<file path="src/rtl/mac_pe_if.sv">
// Purpose : bundles every per-PE data, qualifier and weight-chain signal of mac_pe.
// Latency : n/a (wires only).
// Backpressure: none; all fields are plain flow-through signals, no handshake.
//
// Modports:
//   master - the driving side (loader, west/north neighbour, testbench):
//            drives w_load, w_in, w_swap, a_in, a_valid_in, p_in and observes the outputs.
//   slave  - the PE itself: consumes the inputs above, drives w_out, a_out,
//            a_valid_out, p_out, p_valid_out.
interface mac_pe_if #(
    parameter int D_W = 8,
    parameter int A_W = 24
);
    // weight chain (north -> south)
    logic           w_load;
    logic [D_W-1:0] w_in;
    logic [D_W-1:0] w_out;
    logic           w_swap;

    // activation path (west -> east)
    logic [D_W-1:0] a_in;
    logic           a_valid_in;
    logic [D_W-1:0] a_out;
    logic           a_valid_out;

    // partial-sum path (north -> south)
    logic [A_W-1:0] p_in;
    logic [A_W-1:0] p_out;
    logic           p_valid_out;

    modport master (
        output w_load, w_in, w_swap, a_in, a_valid_in, p_in,
        input  w_out, a_out, a_valid_out, p_out, p_valid_out
    );

    modport slave (
        input  w_load, w_in, w_swap, a_in, a_valid_in, p_in,
        output w_out, a_out, a_valid_out, p_out, p_valid_out
    );
endinterface

</file>
<file path="src/rtl/mac_pe.sv">
// Purpose : weight-stationary MAC processing element with double-buffered weight and east/south forwarding.
// Latency : a_in/p_in -> p_out is 1+PIPE cycles; a_in -> a_out and w_in -> w_out are 1 cycle.
// Backpressure: none; the PE accepts a new operand every cycle and never stalls.
//
// Ports:
//   clk  - rising-edge clock.
//   rst  - asynchronous, active-low reset; clears every register immediately.
//   pe   - mac_pe_if.slave: w_load/w_in/w_swap/w_out weight chain, a_in/a_valid_in ->
//          a_out/a_valid_out activation forwarding, p_in -> p_out/p_valid_out partial sum.
// Parameters: D_W operand width, A_W sum width (>= 2*D_W), SIGNED (1 = two's complement),
//             PIPE (1 = registered multiplier stage).
// Optional macro MAC_SAT_EN: when defined the accumulation saturates instead of wrapping.
module mac_pe #(
    parameter int D_W    = 8,
    parameter int A_W    = 24,
    parameter int SIGNED = 0,
    parameter int PIPE   = 1
) (
    input  logic    clk,
    input  logic    rst,
    mac_pe_if.slave pe
);

    localparam int P_W = 2 * D_W;   // exact product width
    localparam int X_W = A_W - P_W; // extension bits from product to sum width

    // The sum must hold any single product without loss.
    generate
        if (A_W < P_W) begin : g_bad_aw
            $error("mac_pe: A_W (%0d) must be >= 2*D_W (%0d)", A_W, P_W);
        end
    endgenerate

    // ------------------------------------------------------------------
    // Weight double buffer and activation forwarding
    // ------------------------------------------------------------------
    logic [D_W-1:0] w_shadow;
    logic [D_W-1:0] w_act;
    logic [D_W-1:0] a_q;
    logic           a_v_q;

    // w_act samples the pre-edge w_shadow, so a load and a swap on the same
    // edge move the old shadow into w_act while the new weight enters the shadow.
    always_ff @(posedge clk or negedge rst) begin
        if (!rst) begin
            w_shadow <= '0;
            w_act    <= '0;
            a_q      <= '0;
            a_v_q    <= 1'b0;
        end else begin
            if (pe.w_load) begin
                w_shadow <= pe.w_in;
            end
            if (pe.w_swap) begin
                w_act <= w_shadow;
            end
            // forwarded every edge regardless of valid
            a_q   <= pe.a_in;
            a_v_q <= pe.a_valid_in;
        end
    end

    assign pe.w_out       = w_shadow;
    assign pe.a_out       = a_q;
    assign pe.a_valid_out = a_v_q;

    // ------------------------------------------------------------------
    // Multiplier
    // ------------------------------------------------------------------
    // Operands are extended to the full product width first; the low P_W bits
    // of that product are then correct for both signed and unsigned modes,
    // so one unsigned multiplier covers both.
    logic           a_msb;
    logic           w_msb;
    logic [P_W-1:0] a_x;
    logic [P_W-1:0] w_x;
    logic [P_W-1:0] prod_n;
    logic [A_W-1:0] prod_ext;

    assign a_msb  = (SIGNED != 0) & pe.a_in[D_W-1];
    assign w_msb  = (SIGNED != 0) & w_act[D_W-1];
    assign a_x    = {{D_W{a_msb}}, pe.a_in};
    assign w_x    = {{D_W{w_msb}}, w_act};
    assign prod_n = a_x * w_x;

    generate
        if (X_W > 0) begin : g_ext
            logic p_msb;
            assign p_msb    = (SIGNED != 0) & prod_n[P_W-1];
            assign prod_ext = {{X_W{p_msb}}, prod_n};
        end else begin : g_noext
            assign prod_ext = prod_n;
        end
    endgenerate

    // ------------------------------------------------------------------
    // Optional product stage: s_* are the operands seen by the accumulator
    // ------------------------------------------------------------------
    logic [A_W-1:0] s_prod;
    logic [A_W-1:0] s_p;
    logic           s_v;

    generate
        if (PIPE != 0) begin : g_pipe
            logic [A_W-1:0] prod_d;
            logic [A_W-1:0] p_in_d;
            logic           v_d;

            // p_in is delayed alongside the product so the column stays aligned;
            // a reset drops whatever product was in flight.
            always_ff @(posedge clk or negedge rst) begin
                if (!rst) begin
                    prod_d <= '0;
                    p_in_d <= '0;
                    v_d    <= 1'b0;
                end else begin
                    prod_d <= prod_ext;
                    p_in_d <= pe.p_in;
                    v_d    <= pe.a_valid_in;
                end
            end

            assign s_prod = prod_d;
            assign s_p    = p_in_d;
            assign s_v    = v_d;
        end else begin : g_comb
            assign s_prod = prod_ext;
            assign s_p    = pe.p_in;
            assign s_v    = pe.a_valid_in;
        end
    endgenerate

    // ------------------------------------------------------------------
    // Accumulate: invalid cycles pass the north sum through untouched
    // ------------------------------------------------------------------
    logic [A_W-1:0] addend;
    logic [A_W-1:0] sum_n;

    assign addend = s_v ? s_prod : '0;

`ifdef MAC_SAT_EN
    // Overflow is judged on an A_W+1-bit sum: in signed mode a carry-out that
    // disagrees with the result sign bit means overflow, and the carry bit
    // gives the direction; in unsigned mode any carry-out clamps high.
    logic           p_sx;
    logic           a_sx;
    logic [A_W:0]   sum_w;

    assign p_sx  = (SIGNED != 0) & s_p[A_W-1];
    assign a_sx  = (SIGNED != 0) & addend[A_W-1];
    assign sum_w = {p_sx, s_p} + {a_sx, addend};

    always_comb begin
        sum_n = sum_w[A_W-1:0];
        if (SIGNED != 0) begin
            if (sum_w[A_W] != sum_w[A_W-1]) begin
                sum_n = sum_w[A_W] ? {1'b1, {(A_W-1){1'b0}}}
                                   : {1'b0, {(A_W-1){1'b1}}};
            end
        end else if (sum_w[A_W]) begin
            sum_n = '1;
        end
    end
`else
    // plain modulo-2^A_W accumulation
    assign sum_n = s_p + addend;
`endif

    logic [A_W-1:0] p_q;
    logic           p_v_q;

    always_ff @(posedge clk or negedge rst) begin
        if (!rst) begin
            p_q   <= '0;
            p_v_q <= 1'b0;
        end else begin
            p_q   <= sum_n;
            p_v_q <= s_v;
        end
    end

    assign pe.p_out       = p_q;
    assign pe.p_valid_out = p_v_q;

endmodule

</file>
<file path="src/flat_wrapper.sv">
// flat-port wrapper written by rule: the top's interface ports become plain ports
module mac_pe_flat 
#(
    parameter int D_W    = 8,
    parameter int A_W    = 24,
    parameter int SIGNED = 0,
    parameter int PIPE   = 1
)
  (clk, rst, pe_w_load, pe_w_in, pe_w_swap, pe_a_in, pe_a_valid_in, pe_p_in, pe_w_out, pe_a_out, pe_a_valid_out, pe_p_out, pe_p_valid_out);
  mac_pe_if #(.D_W(D_W), .A_W(A_W)) pe_i ();
  input  logic clk;
  input  logic rst;
  input wire logic [$bits(pe_i.w_load)-1:0] pe_w_load;
  input wire logic [$bits(pe_i.w_in)-1:0] pe_w_in;
  input wire logic [$bits(pe_i.w_swap)-1:0] pe_w_swap;
  input wire logic [$bits(pe_i.a_in)-1:0] pe_a_in;
  input wire logic [$bits(pe_i.a_valid_in)-1:0] pe_a_valid_in;
  input wire logic [$bits(pe_i.p_in)-1:0] pe_p_in;
  output wire logic [$bits(pe_i.w_out)-1:0] pe_w_out;
  output wire logic [$bits(pe_i.a_out)-1:0] pe_a_out;
  output wire logic [$bits(pe_i.a_valid_out)-1:0] pe_a_valid_out;
  output wire logic [$bits(pe_i.p_out)-1:0] pe_p_out;
  output wire logic [$bits(pe_i.p_valid_out)-1:0] pe_p_valid_out;
  assign pe_i.w_load = pe_w_load;
  assign pe_i.w_in = pe_w_in;
  assign pe_i.w_swap = pe_w_swap;
  assign pe_i.a_in = pe_a_in;
  assign pe_i.a_valid_in = pe_a_valid_in;
  assign pe_i.p_in = pe_p_in;
  assign pe_w_out = pe_i.w_out;
  assign pe_a_out = pe_i.a_out;
  assign pe_a_valid_out = pe_i.a_valid_out;
  assign pe_p_out = pe_i.p_out;
  assign pe_p_valid_out = pe_i.p_valid_out;
  mac_pe #(.D_W(D_W), .A_W(A_W), .SIGNED(SIGNED), .PIPE(PIPE)) u_core (.clk(clk), .rst(rst), .pe(pe_i));
endmodule
</file>
<file path="config.mk">
export PLATFORM = sky130hd
export DESIGN_NAME = mac_pe_flat
export DESIGN_NICKNAME = d
export VERILOG_FILES = /design/src/rtl/mac_pe_if.sv /design/src/rtl/mac_pe.sv /design/src/flat_wrapper.sv
export SDC_FILE = /design/constraint.sdc
export NUM_CORES = 1
export LEC_CHECK = 0
export ABC_AREA = 1
export BUFFER_PORTS_ARGS = -buffer_cell sky130_fd_sc_hd__buf_2
export CAP_MARGIN = 20
export CORE_UTILIZATION = 50
export CTS_CLUSTER_DIAMETER = 60
export CTS_CLUSTER_SIZE = 12
export DETAILED_ROUTE_END_ITERATION = 12
export GPL_TIMING_DRIVEN = 0
export PLACE_DENSITY = 0.71
export SLEW_MARGIN = 10
export SYNTH_ARGS = -nofsm -noshare
export SYNTH_HDL_FRONTEND = slang
export SYNTH_SLANG_ARGS = --single-unit
</file>
<file path="constraint.sdc">
create_clock -name clk -period 4.84 [get_ports clk]
set_input_delay 0.484 -clock clk [delete_from_list [all_inputs] [get_ports clk]]
set_output_delay 0.484 -clock clk [all_outputs]
set_load 0.03 [all_outputs]
</file>
==> run_results.csv, run 1 <==
group,metric,value,unit
clocking,cts-root-buf,"clkbuf_16",
yosys,synthDistinctLibCells,28,
routing,dr.pass1.iters,4,
floorplanning,rows,40,
run_status,status,"finished clean",
floorplanning,core_area,0.0121,mm^2
sta,finalSetupTns,0,ns
routing,route.detailed.drc,0,
setup_path,r2r_setup_slack,0.55,ns
grt,grt_pass1_vias,4976,
power,clock_power_share,0.199,
clocking,post_cts_buffers,0,
grt,grt_max_degree,52,
sta,skew,0.0132,ns
yosys,yosysSeqAreaShare,0.358,
cells_and_area,nets,1030,
cells_and_area,diodes,0,
setup_path,crit_fanout,9,
grt,groute.usage.overall,0.217,
setup_path,path_depth,16,
grt,grt_overflow,0,
yosys,syn_nets,933,
sta,worst_slew_pin_slew,0.491,ns
setup_path,crit_top_cell,"fa_1",
cells_and_area,areaGrowthSynthToFinish,15.5,%
clocking,ctsHoldBuffers,0,
routing,num_vias,4908,
routing,drtIter0Drc,201,
grt,grt_pass1_wl,22100,um
power,p_leak,4.40,nW
clocking,numCtsBuffers,9,
sta,relSlewSlack,0.673,
routing,via_per_inst,4.59,
cells_and_area,drive_gt1_frac,0.141,
setup_path,cp-start-kind,"flop",
setup_path,path_class,"flop to flop",
cells_and_area,stdcell_count,1069,
sta,finalHoldViolCount,0,
setup_path,r2r_start,"u_core.w_act[5]",
floorplanning,io_pins,87,
setup_path,cp.arrival,4.53,ns
cells_and_area,final_cell_mix,"nand2_1, inv_1, dfrtp_1",
place,dpl.hpwl,10000,um
yosys,syn_area_per_cell,7.87,um^2
setup_path,crit_buf_inv,4,
sta,rsz0062_at_grt,"no",
clocking,clockBufferDepth,2,
clocking,cts_resized,0,
hold_path,hold_class,"primary input to asynchronous set/reset pin",
cells_and_area,nFillCells,1165,
place,dp_cells,1053,
cells_and_area,final_common_cell,"nand2_1",
sta,slew_viol_final,0,
routing,drt-total-wl,12100,um
setup_path,worst-r2r-cell-count,16,
routing,postRouteAntennaNets,0,
yosys,yosysWarnings,0,
flow_run,cap_violations,0,
power,p_switching,1.62,mW
setup_path,required,5.08,ns
floorplanning,die_w,114,um
place,io_buffers,85,
power,seqPwrFrac,0.265,
sta,fin_crit,4.29,ns
power,p_int,2.02,mW
power,power_switching_share,0.445,
yosys,syn-cell-area,0.00628,mm^2
clocking,ctsHtreeMaxLevel,3,
clocking,clock_latency,0.36,ns
yosys,ys_seq_elements,90,
grt,grt_antenna_before_repair,0,
sta,setup_viol,0,
floorplanning,die_area,0.0130,mm^2
place,place.gp.congestion,0.892,
clocking,cts_tree,"built",
clocking,numClockSinks,90,
yosys,syn_inst,799,
floorplanning,die_h,114,um
cells_and_area,final_util,0.599,
routing,wl_per_cell,11.3,um
setup_path,cpMaxStageDelayCell,"fa_1",
power,power_density,501,mW/mm^2
clocking,clkSlewWorstSetupHoldPaths,0.07,ns
sta,fmaxAchievable,233,MHz
setup_path,path_delay_family,"adder cells",
sta,finalCritPeriodShare,0.887,
setup_path,crit_chain,"clkbuf_1 > nand2_1 > inv_1 > fa_1 > fa_1 > fa_1 > inv_1 > fa_1 > inv_1 > ha_1 > a21oi_1 > nor2_1 > o21ai_0 > nand3_1 > nand2_1 > nand2_1",
power,combPwrFrac,0.535,
setup_path,worstReg2RegEnd,"u_core.g_pipe.prod_d[15]",
floorplanning,start_util,0.519,
power,ir_worst_vdd,0.308,mV
setup_path,critical_path.endpoint_type,"flop",
setup_path,max_stage_delay,0.54,ns
sta,whs,0.0946,ns
==> how the worst max path moves through the flow <==
| stage | endpoint | slack (ns) | startpoint |
|---|---|---|---|
| final | u_core.g_pipe.prod_d[15] | 0.55 | u_core.w_act[5] |
| after global routing | u_core.g_pipe.prod_d[14] | 0.23 | u_core.w_act[7] |
| after CTS | u_core.g_pipe.prod_d[14] | 0.52 | u_core.w_act[4] |
| after detailed placement | u_core.g_pipe.prod_d[14] | 0.27 | pe_a_in[0] |
| after global placement | u_core.g_pipe.prod_d[15] | 0.33 | pe_a_in[2] |
| after floorplan | u_core.g_pipe.prod_d[14] | 0.77 | pe_a_in[0] |
==> registers in the layout, indices dropped and copies added (netlist names) <==
register and cells:
u_core.pe.w_out 8, u_core.pe.p_out 24, u_core.pe.a_valid_out 1, u_core.pe.p_valid_out 1
u_core.w_act 8, u_core.pe.a_out 8, u_core.g_pipe.prod_d 16, u_core.g_pipe.p_in_d 24
==> metal layers <==
| layer | GRT usage | share of wire |
|---|---|---|
| met4 | 0.0814 | 0.023 |
| met1 | 0.277 | 0.46 |
| met2 | 0.369 | 0.48 |
| met3 | 0.0402 | 0.033 |
| met5 | 0 | 0 |
==> power groups by stage <==
stage                     Clock [mW]  Sequential, mW  Combinational, mW
after floorplan                    0            1.14               1.35
after global placement             0           0.977               1.93
after detailed placement           0           0.980               1.96
after CTS                      0.744           0.966               1.98
after global routing           0.767           0.980               2.29
final                          0.726           0.965               1.95
==> worst reg2reg max path, stage by stage, from the launching register on <==
cell      delay (ns)
dfrtp_1         0.32
clkbuf_1        0.35
nand2_1         0.10
inv_1           0.08
fa_1            0.44
fa_1            0.52
fa_1            0.54
inv_1           0.05
fa_1            0.52
inv_1           0.04
ha_1            0.34
a21oi_1         0.30
nor2_1          0.09
o21ai_0         0.25
nand3_1         0.12
nand2_1         0.06
nand2_1         0.05
==> per-stage QoR <==
stage          area [um^2]  setup WS, ns  total power, mW
3_3_place_gp          6920         0.328             2.91
5_1_grt               7260         0.234             4.04
3_5_place_dp          6950         0.272             2.94
6_report              7260         0.548             3.64
4_1_cts               7260         0.518             3.69
2_1_floorplan         6280         0.772             2.49
==> cell usage after synthesis (all sizes together) <==
master / n / area (um^2)
clkbuf: 20 / 75.1
fa: 37 / 741
o21bai: 1 / 7.51
o21ai: 15 / 78.8
a21o: 1 / 7.51
nor3: 3 / 15.0
a31oi: 1 / 6.26
xnor2: 3 / 26.3
dfrtp: 90 / 2250
a21oi: 25 / 125
nand2: 254 / 981
and3: 1 / 6.26
nor2: 45 / 211
ha: 52 / 651
buf: 1 / 5.00
inv: 191 / 717
o211ai: 1 / 7.51
and2: 1 / 6.26
nand4: 7 / 43.8
nand3b: 1 / 7.51
nand3: 32 / 165
xor2: 17 / 149
==> kinds of logic (layout without fill, tap and decap cells) <==
logic type / after synthesis / after routing / share of synthesized area
buffers and inverters: 212 / 314 / 0.127
DFF: 90 / 90 / 0.358
xor gates and xnor gates: 20 / 20 / 0.0279
and+or+nand+nor: 344 / 344 / 0.229
adders and majority gates: 89 / 89 / 0.221
AOI/OAI and AO/OA: 44 / 44 / 0.0370
==> cell type report <==
cell class              count  area [um^2]  share of cell area
multi-input cells         497         3240               0.446
repair buffers             86          455              0.0627
clock buffers               9          225              0.0310
clock inverters             7         83.8              0.0115
inverters                 191          717              0.0988
well taps                 168          210              0.0290
flip-flops and latches     90         2250               0.310
plain buffers              21         80.1              0.0110
No activity file was read; power rests on OpenSTA's default activity.
==> run 2, diff against run 1 <==
--- a/config.mk
+++ b/config.mk
@@ -13,7 +13,7 @@
 export CTS_CLUSTER_SIZE = 12
 export DETAILED_ROUTE_END_ITERATION = 12
 export GPL_TIMING_DRIVEN = 0
-export PLACE_DENSITY = 0.71
+export PLACE_DENSITY = 0.69
 export SLEW_MARGIN = 10
 export SYNTH_ARGS = -nofsm -noshare
 export SYNTH_HDL_FRONTEND = slang
==> run_results.csv, run 2 (same netlist as run 1, synthesis figures left out) <==
group,metric,value,unit
run_status,status,"finished clean",
clocking,clockBufferDepth,2,
cells_and_area,final_common_cell,"nand2_1",
sta,relSlewSlack,0.693,
setup_path,worst-r2r-cell-count,16,
clocking,cts_resized,0,
setup_path,cp-start-kind,"flop",
setup_path,required,5.08,ns
sta,setup_viol,0,
hold_path,hold_class,"primary input to asynchronous set/reset pin",
floorplanning,core_area,0.0121,mm^2
setup_path,max_stage_delay,0.55,ns
clocking,ctsHtreeMaxLevel,3,
place,dpl.hpwl,9910,um
setup_path,crit_buf_inv,4,
sta,skew,0.00340,ns
setup_path,crit_chain,"clkbuf_1 > nand2_1 > inv_1 > fa_1 > fa_1 > fa_1 > inv_1 > fa_1 > inv_1 > ha_1 > a21oi_1 > nor2_1 > o21ai_0 > nand3_1 > nand2_1 > nand2_1",
setup_path,worstReg2RegEnd,"u_core.g_pipe.prod_d[15]",
grt,grt_pass1_vias,4692,
clocking,ctsHoldBuffers,0,
clocking,post_cts_buffers,0,
cells_and_area,drive_gt1_frac,0.141,
floorplanning,die_area,0.0130,mm^2
sta,whs,0.0481,ns
floorplanning,start_util,0.519,
clocking,numCtsBuffers,9,
cells_and_area,seqCellArea,0.00225,mm^2
setup_path,crit_top_cell,"fa_1",
setup_path,cp.arrival,4.61,ns
power,power_density,499,mW/mm^2
cells_and_area,nets,1030,
grt,grt_antenna_before_repair,0,
clocking,cts_tree,"built",
flow_run,cap_violations,0,
power,ir_worst_vdd,0.269,mV
grt,grt_pass1_wl,21300,um
sta,fin_crit,4.37,ns
place,place.gp.congestion,0.849,
clocking,clock_latency,0.35,ns
setup_path,critical_path.endpoint_type,"flop",
sta,fmaxAchievable,229,MHz
place,io_buffers,85,
setup_path,r2r_setup_slack,0.47,ns
sta,slew_viol_final,0,
floorplanning,io_pins,87,
sta,worst_slew_pin_slew,0.461,ns
routing,wl_per_cell,11.4,um
sta,rsz0062_at_grt,"no",
routing,drtIter0Drc,312,
routing,route.detailed.drc,0,
cells_and_area,nFillCells,1132,
power,p_leak,4.40,nW
setup_path,path_delay_family,"adder cells",
routing,num_vias,4977,
sta,finalSetupTns,0,ns
sta,finalHoldViolCount,0,
routing,dr.pass1.iters,6,
cells_and_area,multi_input_area,0.00324,mm^2
routing,postRouteAntennaNets,0,
clocking,cts-root-buf,"clkbuf_16",
floorplanning,die_w,114,um
cells_and_area,diodes,0,
floorplanning,rows,40,
grt,groute.usage.overall,0.212,
setup_path,path_class,"flop to flop",
cells_and_area,final_cell_mix,"nand2_1, inv_1, dfrtp_1",
floorplanning,die_h,114,um
clocking,numClockSinks,90,
setup_path,cpMaxStageDelayCell,"fa_1",
sta,finalCritPeriodShare,0.902,
routing,drt-total-wl,12200,um
routing,via_per_inst,4.66,
grt,grt_overflow,0,
clocking,clkSlewWorstSetupHoldPaths,0.06,ns
grt,grt_max_degree,66,
cells_and_area,areaGrowthSynthToFinish,15.2,%
setup_path,crit_fanout,9,
setup_path,r2r_start,"u_core.w_act[5]",
## run 2: cell count changes in the layout (fill, tap and decap cells not counted)
cell / change
inv_8: -2
clkinv_2: +3
inv_6: -1
## run 2: area by class of cell
type,instances,share of cell area
Sequential cell,90,0.311
Tap cell,168,0.0290
Clock buffer,9,0.0311
Inverter,191,0.0990
Buffer,21,0.0111
Clock inverter,7,0.00933
Timing Repair Buffer,86,0.0629
Multi-Input combinational cell,497,0.447
## run 2: worst max path at each step
| stage | from | endpoint | slack, ns | depth (start not counted) |
|---|---|---|---|---|
| 2_1_floorplan | pe_a_in[0] | u_core.g_pipe.prod_d[14] | 0.77 | 18 |
| 3_3_place_gp | pe_a_in[2] | u_core.g_pipe.prod_d[15] | 0.35 | 17 |
| 4_1_cts | u_core.w_act[5] | u_core.g_pipe.prod_d[15] | 0.52 | 16 |
| 3_5_place_dp | pe_a_in[2] | u_core.g_pipe.prod_d[15] | 0.28 | 17 |
| 6_report | u_core.w_act[5] | u_core.g_pipe.prod_d[15] | 0.47 | 16 |
| 5_1_grt | u_core.w_act[7] | u_core.g_pipe.prod_d[14] | 0.20 | 18 |
## run 2: per-layer routing
metal	part of all wire	up-vias	track usage
met4	0.011	0	0.0632
met5	0	-	0
met2	0.46	108	0.336
li1	-	2549	-
met1	0.48	2310	0.295
met3	0.044	10	0.0455
## run 2: through the flow
step	instances	utilization	worst slack (ns)	power, mW	cell area (um^2)
global placement	1052	0.571	0.346	2.90	6920
floorplan	799	-	0.772	2.49	6280
global route	1069	0.598	0.196	3.98	7240
CTS	1069	0.598	0.515	3.65	7240
finish	1069	0.598	0.475	3.61	7240
detailed placement	1053	0.574	0.276	2.93	6950
## run 2: power by group
group	leakage (nW)	switching (mW)	total (mW)	internal (mW)
Sequential	1.06	0.0393	0.964	0.925
Combinational	3.19	1.27	1.96	0.687
Clock	0.149	0.292	0.691	0.399
